--- src/rtl/fpga_uart_pkg.sv ---
// fpga_uart_pkg: shared UART state type, baud divisor and parity helpers
package fpga_uart_pkg;
  typedef enum logic [2:0] {S_IDLE, S_START, S_DATA, S_PARITY, S_STOP, S_WAIT_IDLE} uart_rx_state_t;
  function automatic int clks_per_bit(input int clk_hz, input int baud);
    return clk_hz / baud;
  endfunction
  // XOR of the low `width` bits, inverted for odd parity
  function automatic logic parity_bit(input logic [8:0] data, input int width, input logic odd);
    logic p;
    p = odd;
    for (int i = 0; i < 9; i++) p ^= (i < width) & data[i];
    return p;
  endfunction
endpackage

--- src/rtl/fpga_uart_sync.sv ---
// fpga_uart_sync: N-stage flop synchroniser for asynchronous inputs
module fpga_uart_sync #(
  parameter int STAGES = 2,
  parameter logic RESET_VAL = 1'b0
) (
  input logic clk_i,
  input logic arstn_i,
  input logic d_i,
  output logic q_o
);
  logic [STAGES-1:0] ff;
  always_ff @(posedge clk_i or negedge arstn_i)
    if (!arstn_i) ff <= {STAGES{RESET_VAL}};
    else ff <= {ff[STAGES-2:0], d_i};
  assign q_o = ff[STAGES-1];
endmodule

--- src/rtl/fpga_uart_rx.sv ---
// fpga_uart_rx: UART receiver with mid-bit sampling, optional parity and valid/ready output
module fpga_uart_rx import fpga_uart_pkg::*; #(
  parameter int CLK_FREQ_HZ = 100_000_000,
  parameter int BAUD_RATE = 115_200,
  parameter int DATA_WIDTH = 8,
  parameter int PARITY_EN = 0,
  parameter int PARITY_ODD = 0
) (
  input logic clk_i,
  input logic arstn_i,
  input logic uart_rx_i,
  output logic [DATA_WIDTH-1:0] data_o,
  output logic valid_o,
  input logic ready_i,
  output logic busy_o,
  output logic frame_err_o,
  output logic parity_err_o,
  output logic overrun_o
);
  localparam int CPB = clks_per_bit(CLK_FREQ_HZ, BAUD_RATE);
  localparam int CW = $clog2(CPB);
  localparam int IW = $clog2(DATA_WIDTH);
  uart_rx_state_t state, state_nxt;
  logic rx_s, rx_prev, tick, par_rx, load, frame_err, parity_err, overrun;
  logic [CW-1:0] cnt;
  logic [IW-1:0] idx;
  logic [DATA_WIDTH-1:0] shreg;
  fpga_uart_sync #(.STAGES(2), .RESET_VAL(1'b1)) u_sync (
    .clk_i(clk_i), .arstn_i(arstn_i), .d_i(uart_rx_i), .q_o(rx_s)
  );
  // half-bit wait in START puts every later sample at a bit midpoint
  assign tick = cnt == ((state == S_START) ? CW'(CPB / 2 - 1) : CW'(CPB - 1));
  assign busy_o = state != S_IDLE;
  always_comb begin
    state_nxt = state;
    frame_err = 1'b0;
    parity_err = 1'b0;
    overrun = 1'b0;
    load = 1'b0;
    unique case (state)
      S_IDLE: if (rx_prev && !rx_s) state_nxt = S_START;
      S_START: if (tick) state_nxt = rx_s ? S_IDLE : S_DATA;
      S_DATA: if (tick && idx == IW'(DATA_WIDTH - 1)) state_nxt = (PARITY_EN != 0) ? S_PARITY : S_STOP;
      S_PARITY: if (tick) state_nxt = S_STOP;
      S_STOP:
        if (tick) begin
          state_nxt = rx_s ? S_IDLE : S_WAIT_IDLE;
          frame_err = !rx_s;
          parity_err = rx_s && PARITY_EN != 0 && par_rx != parity_bit(9'(shreg), DATA_WIDTH, PARITY_ODD != 0);
          overrun = rx_s && !parity_err && valid_o && !ready_i;
          load = rx_s && !parity_err && !overrun;
        end
      S_WAIT_IDLE: if (rx_s) state_nxt = S_IDLE;
      default: state_nxt = S_IDLE;
    endcase
  end
  always_ff @(posedge clk_i or negedge arstn_i)
    if (!arstn_i) begin
      state <= S_IDLE;
      rx_prev <= 1'b1;
      cnt <= '0;
      idx <= '0;
      shreg <= '0;
      par_rx <= 1'b0;
      data_o <= '0;
      valid_o <= 1'b0;
      frame_err_o <= 1'b0;
      parity_err_o <= 1'b0;
      overrun_o <= 1'b0;
    end else begin
      state <= state_nxt;
      rx_prev <= rx_s;
      cnt <= (state == S_IDLE || tick) ? '0 : cnt + CW'(1);
      idx <= (state != S_DATA) ? '0 : idx + IW'(tick);
      if (state == S_DATA && tick) shreg <= {rx_s, shreg[DATA_WIDTH-1:1]};
      if (state == S_PARITY && tick) par_rx <= rx_s;
      if (load) data_o <= shreg;
      valid_o <= load | (valid_o & ~ready_i);
      frame_err_o <= frame_err;
      parity_err_o <= parity_err;
      overrun_o <= overrun;
    end
endmodule

--- config.mk ---
export PLATFORM = sky130hd
export DESIGN_NAME = fpga_uart_rx
export DESIGN_NICKNAME = d
export VERILOG_FILES = /design/src/rtl/fpga_uart_pkg.sv /design/src/rtl/fpga_uart_sync.sv /design/src/rtl/fpga_uart_rx.sv
export SDC_FILE = /design/constraint.sdc
export NUM_CORES = 1
export LEC_CHECK = 0
export CAP_MARGIN = 25
export CORE_MARGIN = 2
export CORE_UTILIZATION = 55
export DETAILED_ROUTE_END_ITERATION = 8
export PLACE_DENSITY_LB_ADDON = 0.2
export SLEW_MARGIN = 20
export SYNTH_ARGS = -nofsm -noshare
export SYNTH_HDL_FRONTEND = slang
export SYNTH_SLANG_ARGS = --single-unit
export TNS_END_PERCENT = 5
--- constraint.sdc ---
create_clock -name clk_i -period 2.2 [get_ports clk_i]
set_input_delay 0.44 -clock clk_i [delete_from_list [all_inputs] [get_ports clk_i]]
set_output_delay 0.44 -clock clk_i [all_outputs]
set_load 0.005 [all_outputs]
# Yosys cells after proc, flatten, opt, wreduce, memory -nomap -nowiden
# Cells that the tools add are included.
[classes]
muxes = 18
addsub = 2
n_reduce_logical = 13
bitwise_logic = 3
n_eq_ne = 14
[ops]
columns = ["cell", "n"]
rows = [
  ["$mux W3", 8],
  ["$mux W10", 2],
  ["$pmux W3 S6", 1],
  ["$add A10 B1 Y10 const B", 1],
  ["$eq A10 B10 Y1", 1],
  ["$ne A2 B2 Y1 const B", 5],
  ["$eq A3 B3 Y1 const B", 3],
  ["$eq A3 B2 Y1 const B", 2],
  ["$logic_and A1 B1 Y1", 6],
  ["$mux W1", 6],
  ["$reduce_and A6 Y1", 1],
  ["$add A3 B1 Y3", 1],
  ["$eq A3 B1 Y1 const B", 1],
  ["$logic_not A1 Y1", 3],
  ["$logic_not A3 Y1", 1],
  ["$ne A3 B2 Y1 const B", 1],
  ["$reduce_bool A3 Y1", 1],
  ["$mux W2", 1],
  ["$ne A2 B1 Y1 const B", 1],
  ["$and A1 B1 Y1", 1],
  ["$logic_or A1 B1 Y1", 1],
  ["$not A1 Y1", 1],
  ["$or A1 B1 Y1", 1],
]
[word_totals]
wordCells = 60
regBits = 38

# Depth between registers and ports, before layout
[logic_depth]
depth_word = 7
mapped_depth = 8
mapped_depth_nobuf = 7

# Cells and area by module
# Synthesis repeated with hierarchy kept, for this count alone.
[hier_totals]
hier_cells = 132
hier_area_um2 = 1670.4
[modules_own_cells]
columns = ["module", "instances", "cells_each", "seq_area_each_um2", "area_each_um2"]
rows = [
  ["fpga_uart_rx", 1, 130, 902.1, 1617.8],
  ["fpga_uart_sync", 1, 2, 52.6, 52.6],
]

# Worst setup path after synthesis
# Ideal clock, no wire load.
[synth_timing]
path_type = "register to register"
startpoint = "register state[1]"
endpoint = "register data_o[0]"
stages_incl_launch_ff = 8
setup_slack_ns = 0.294
period_less_slack_ns = 1.906
n_path_buf = 2
setup_ns = 0.125
t_required_ns = 2.075
arrival_ns = 1.782
path_cell_list = "dfrtp_1 buf_6 nor3b_4 and4bb_2 o21a_4 and4_4 buf_6 mux2_2"
[synth_between]
elab_chain_cells = 5
elab_cells_between_ends = 6
classes_between = "3 x eq/ne; 3 x mux"
[synth_lines]
columns = ["item", "line", "source"]
rows = [
  ["start, declared", "fpga_uart_rx.sv:23", "uart_rx_state_t state, state_nxt;"],
  ["start signal, assigned", "fpga_uart_rx.sv:71", "state <= state_nxt;"],
  ["$eq A3 B1 Y1", "fpga_uart_rx.sv:32", "assign tick = cnt == ((state == S_START) ? CW'(CPB / 2 - 1) : CW'(CPB - 1));"],
  ["$mux W10", "fpga_uart_rx.sv:32", ""],
  ["$eq A10 B10 Y1", "fpga_uart_rx.sv:32", ""],
  ["$mux W1", "fpga_uart_rx.sv:46", "if (tick) begin"],
  ["$mux W1 (*)", "fpga_uart_rx.sv:40", "unique case (state)"],
  ["end signal, assigned", "fpga_uart_rx.sv:77", "if (load) data_o <= shreg;"],
  ["end, declared", "fpga_uart_rx.sv:12", "output logic [DATA_WIDTH-1:0] data_o,"],
]
# Every way passes the cells marked *; elsewhere a longest branch is shown, timed or not.
# A chain may end at the register's enable or synchronous reset.

# Worst setup path in the final report
[layout_timing]
startpoint = "register state[2]"
endpoint = "register data_o[6]"
# The elaborated chain is that of the path after synthesis.

==> summary.txt <==
Logic synthesis
  • Fraction of the yosys area taken by sequential cells: 56.56%
  • Top cell type's share of synthesized area: between 50% and 60%
  • Cell with the most instances after synthesis: dfrtp_1
  • Library cell with the largest summed area after synthesis: dfrtp_1
  • Synthesized instance count: 135
  • Post-Syn Nets: 142
  • Fraction of registers with async set/reset: 100.0%
  • Synthesized cell area: about 0.0017 mm2
  • Library cells used by synthesis: 38
  • EDFF count, synth: 0
  • Dominant synthesized flop cell: dfrtp_1
  • Ranking of synthesized cells by area: dfrtp_1 52%, mux2_2 11%, dfstp_2 4.7%
  • Flip-flop and latch count after synthesis: 38
  • Top cells by instance count after synthesis: 35 x dfrtp_1, 17 x nor2_1, 16 x mux2_2, 8 x nand2_1, 5 x xor2_1
  • Mapped Avg Cell Area: 12.50 um2
  • Synthesis warning total: 0

Power
  • Relative contribution of the clock network to total power: around a third
  • IR drop worst, VDD: between 0.4 and 0.5 mV
  • Leakage power summed over all cells: 0.9082 nW
  • Power Total: 1.476 mW
  • Internal: 1.103 mW
  • Register share of total power: 55.6%
  • Net switching power of the design: 0.3729 mW
  • Cell area power density: around 750 mW/mm2
  • Combinational share of power: 11.1%
  • Net switching share of the total power: between 20% and 30%

GRT
  • Wire length of the first global-routing pass: 4809 um
  • All-layer global routing usage: a little under a fifth
  • Antenna violations before repair: 0
  • Pin count of the biggest net entering global routing: 39
  • Number of global-route vias before repair: 1106
  • Global route total overflow: 0

Drt
  • Via density per instance: ~5.7
  • Routed length per placed instance: 14.77 um
  • Wire length after detailed routing: 2836 um
  • Detailed-router iteration count before antenna repair: 4
  • DRC marker count from the first detailed-route iteration: 48
  • Via count: ~1100
  • # DRC: 0
  • Number of nets with antenna violations after routing: 0

Layout
  • Flip-flop and latch area: approximately 960 um2
  • Diodes inserted: 0
  • Share of cells above drive strength 1: 25.79%
  • Final #Nets: roughly 170
  • Final standard cell utilization of the core: 65.97%
  • Design Area, Final: about 0.0020 mm2
  • Area of the multi-input gates: 703.2 um2
  • Fill cells: between 200 and 250
  • Layout overhead on the synthesized area: 16.38%
  • Final standard cell count with taps included and fillers excluded: 192

Critical path
  • Type of the setup path with the least slack: reg2reg
  • Cell breakdown of the critical path: buf_4, nor3b_4, and4bb_2, o21a_4, and4_4, mux2_2
  • Max stage delay on crit path: approximately 0.42 ns
  • Data required time at the worst endpoint: 2.42 ns
  • Family with the most delay on the worst path: simple AND/OR/NAND/NOR gates
  • Critical Path End Type: flop
  • Startpoint class of the critical path: flop
  • CP max FO: 8
  • Cell at the slowest stage of the critical path: dfrtp_2
  • Worst endpoint data arrival time: 2.31 ns
  • Number of buffers and inverters on the critical path: 1

Timing
  • Final Hold Viols: 0
  • RSZ-0062 raised after global routing: no
  • Final setup skew: 0.02247 ns
  • FMAX: 478.3 MHz
  • Headroom to the max-slew limit: about 47%
  • Crit share post-route: 95.03%
  • Worst-Margin Slew: 0.8010 ns
  • Total negative setup slack: 0 ns
  • Post-route minimum period: 2.091 ns
  • Final-report setup violation count: 0
  • Number of slew-limit violations in the final report: 0

Placement
  • Placed Cells incl. Taps: 181
  • Weighted congestion at the end of routability-driven global placement: between 0.8 and 0.9
  • Post-place instance area: 0.001852 mm2
  • Number of port buffers: 15
  • Detailed Place HPWL: 1955 um

Min path
  • Class of the worst hold path: in2async

Floorplan
  • Area enclosed by the die boundary: 0.003528 mm2
  • Horizontal die dimension: 59.40 um
  • Initial core utilization: between 50% and 60%
  • Die extent in y: 59.40 um
  • Row count: 20
  • Standard cell core area: 0.002978 mm2
  • Count of pins on the block boundary: 17

Clock network
  • Clock-pin slew on the worst setup and hold paths: approximately 0.13 ns
  • Number of buffers added by the clock tree synthesis step: 5
  • Clock Path Buffers: 2
  • Worst-Skew Late Latency: 0.34 ns
  • Buffer type at the clock tree root: clkbuf_4
  • H-tree levels: 2
  • CTS Sinks: 38
  • CTS tree: done
  • Number of buffers inserted for hold repair after clock tree synthesis: 0

Run
  • Max Cap Violations: 0

Run status
  • Outcome: finished, final reports clean
-- per-layer routing --
metal | vias to the layer above | GRT usage, % | part of all wire [%] | wire length, um
met5 | - | 0 | 0 | 0
met4 | 0 | 5.844 | 0.95 | 27
met3 | 6 | 6.332 | 3.8 | 109
met2 | 22 | 29.04 | 50 | 1407
met1 | 541 | 23.82 | 45 | 1290
li1 | 521 | - | - | -
-- state kept, by name (all words and copies together), names as in the netlist --
name and cells:
state 3, u_sync.ff 2, overrun_o 1, cnt 10, idx 3, shreg 8
frame_err_o 1, valid_o 1, data_o 8, rx_prev 1
-- power groups by stage --
stage               registers [mW]  clock network, mW  logic (mW)
floorplan                    0.818                  0       0.113
CTS                          0.819              0.503       0.168
finish                       0.820              0.493       0.163
global route                 0.831              0.533       0.191
global placement             0.833                  0       0.155
detailed placement           0.835                  0       0.158
-- cell type report --
| cell class | count | area share (%) |
|---|---|---|
| clock buffers | 7 | 2.803 |
| clock inverters | 1 | 1.529 |
| multi-input cells | 94 | 35.80 |
| flip-flops and latches | 38 | 48.73 |
| well taps | 33 | 2.102 |
| repair buffers | 19 | 9.045 |
-- logic make-up (layout without fill, tap and decap cells) --
group                    count (synthesis)  after routing  synth area share, %
adder cells (fa/ha/maj)                  3              3                2.224
flip-flops                              38             38                56.56
XOR/XNOR                                 9              9                4.670
AND/OR/NAND/NOR                         54             54                19.05
multiplexers                            16             16                10.67
other                                    1              1               0.2222
buffers and inverters                    3             27                1.779
AO/OA/AOI/OAI                           11             11                4.819
-- cell usage in the layout, fill, tap and decap left out, types with 2 or more instances in the layout --
master | synthesis | routed
clkbuf_4 | 0 | 5
a22o_1 | 2 | 2
dfstp_2 | 3 | 3
buf_4 | 1 | 4
or2b_1 | 3 | 3
clkdlybuf4s50_1 | 0 | 13
nand4_1 | 3 | 3
o21ai_0 | 2 | 2
nand2_1 | 8 | 8
nor2_1 | 17 | 17
mux2_2 | 16 | 16
nand3_1 | 4 | 4
and4_1 | 2 | 2
and3_1 | 3 | 3
xor2_1 | 5 | 5
xnor2_1 | 4 | 4
dfrtp_1 | 35 | 33
dfrtp_2 | 0 | 2
a21oi_1 | 2 | 2
ha_1 | 3 | 3
-- through the flow --
step / hold slack (ns) / worst slack, ns
2_1_floorplan: 0.1444 / 0.2937
3_3_place_gp: 0.3484 / 0.1981
4_1_cts: 0.2012 / 0.02470
5_1_grt: 0.2407 / 0.004454
6_report: 0.1694 / 0.1094
3_5_place_dp: 0.3538 / 0.1649
-- path summary, 6_finish.rpt --
path                                   start      endpoint  slack [ns]  cells after the start
worst max-delay path                state[2]     data_o[6]        0.11                      6
worst min-delay path                 arstn_i        cnt[0]        0.17                      1
min in group clk_i              u_sync.ff[0]  u_sync.ff[1]        0.37                      0
max in group asynchronous            arstn_i      state[2]        1.49                      1
worst max register to register      state[2]     data_o[6]        0.11                      6
worst min register to register  u_sync.ff[0]  u_sync.ff[1]        0.37                      0
-- what timing repair did --
action,CTS,global route
buffers inserted,3,0
endpoints found under the setup margin,1,9
resized for setup,2,1
pin swaps,0,2
(Power assumes the default switching activity.)
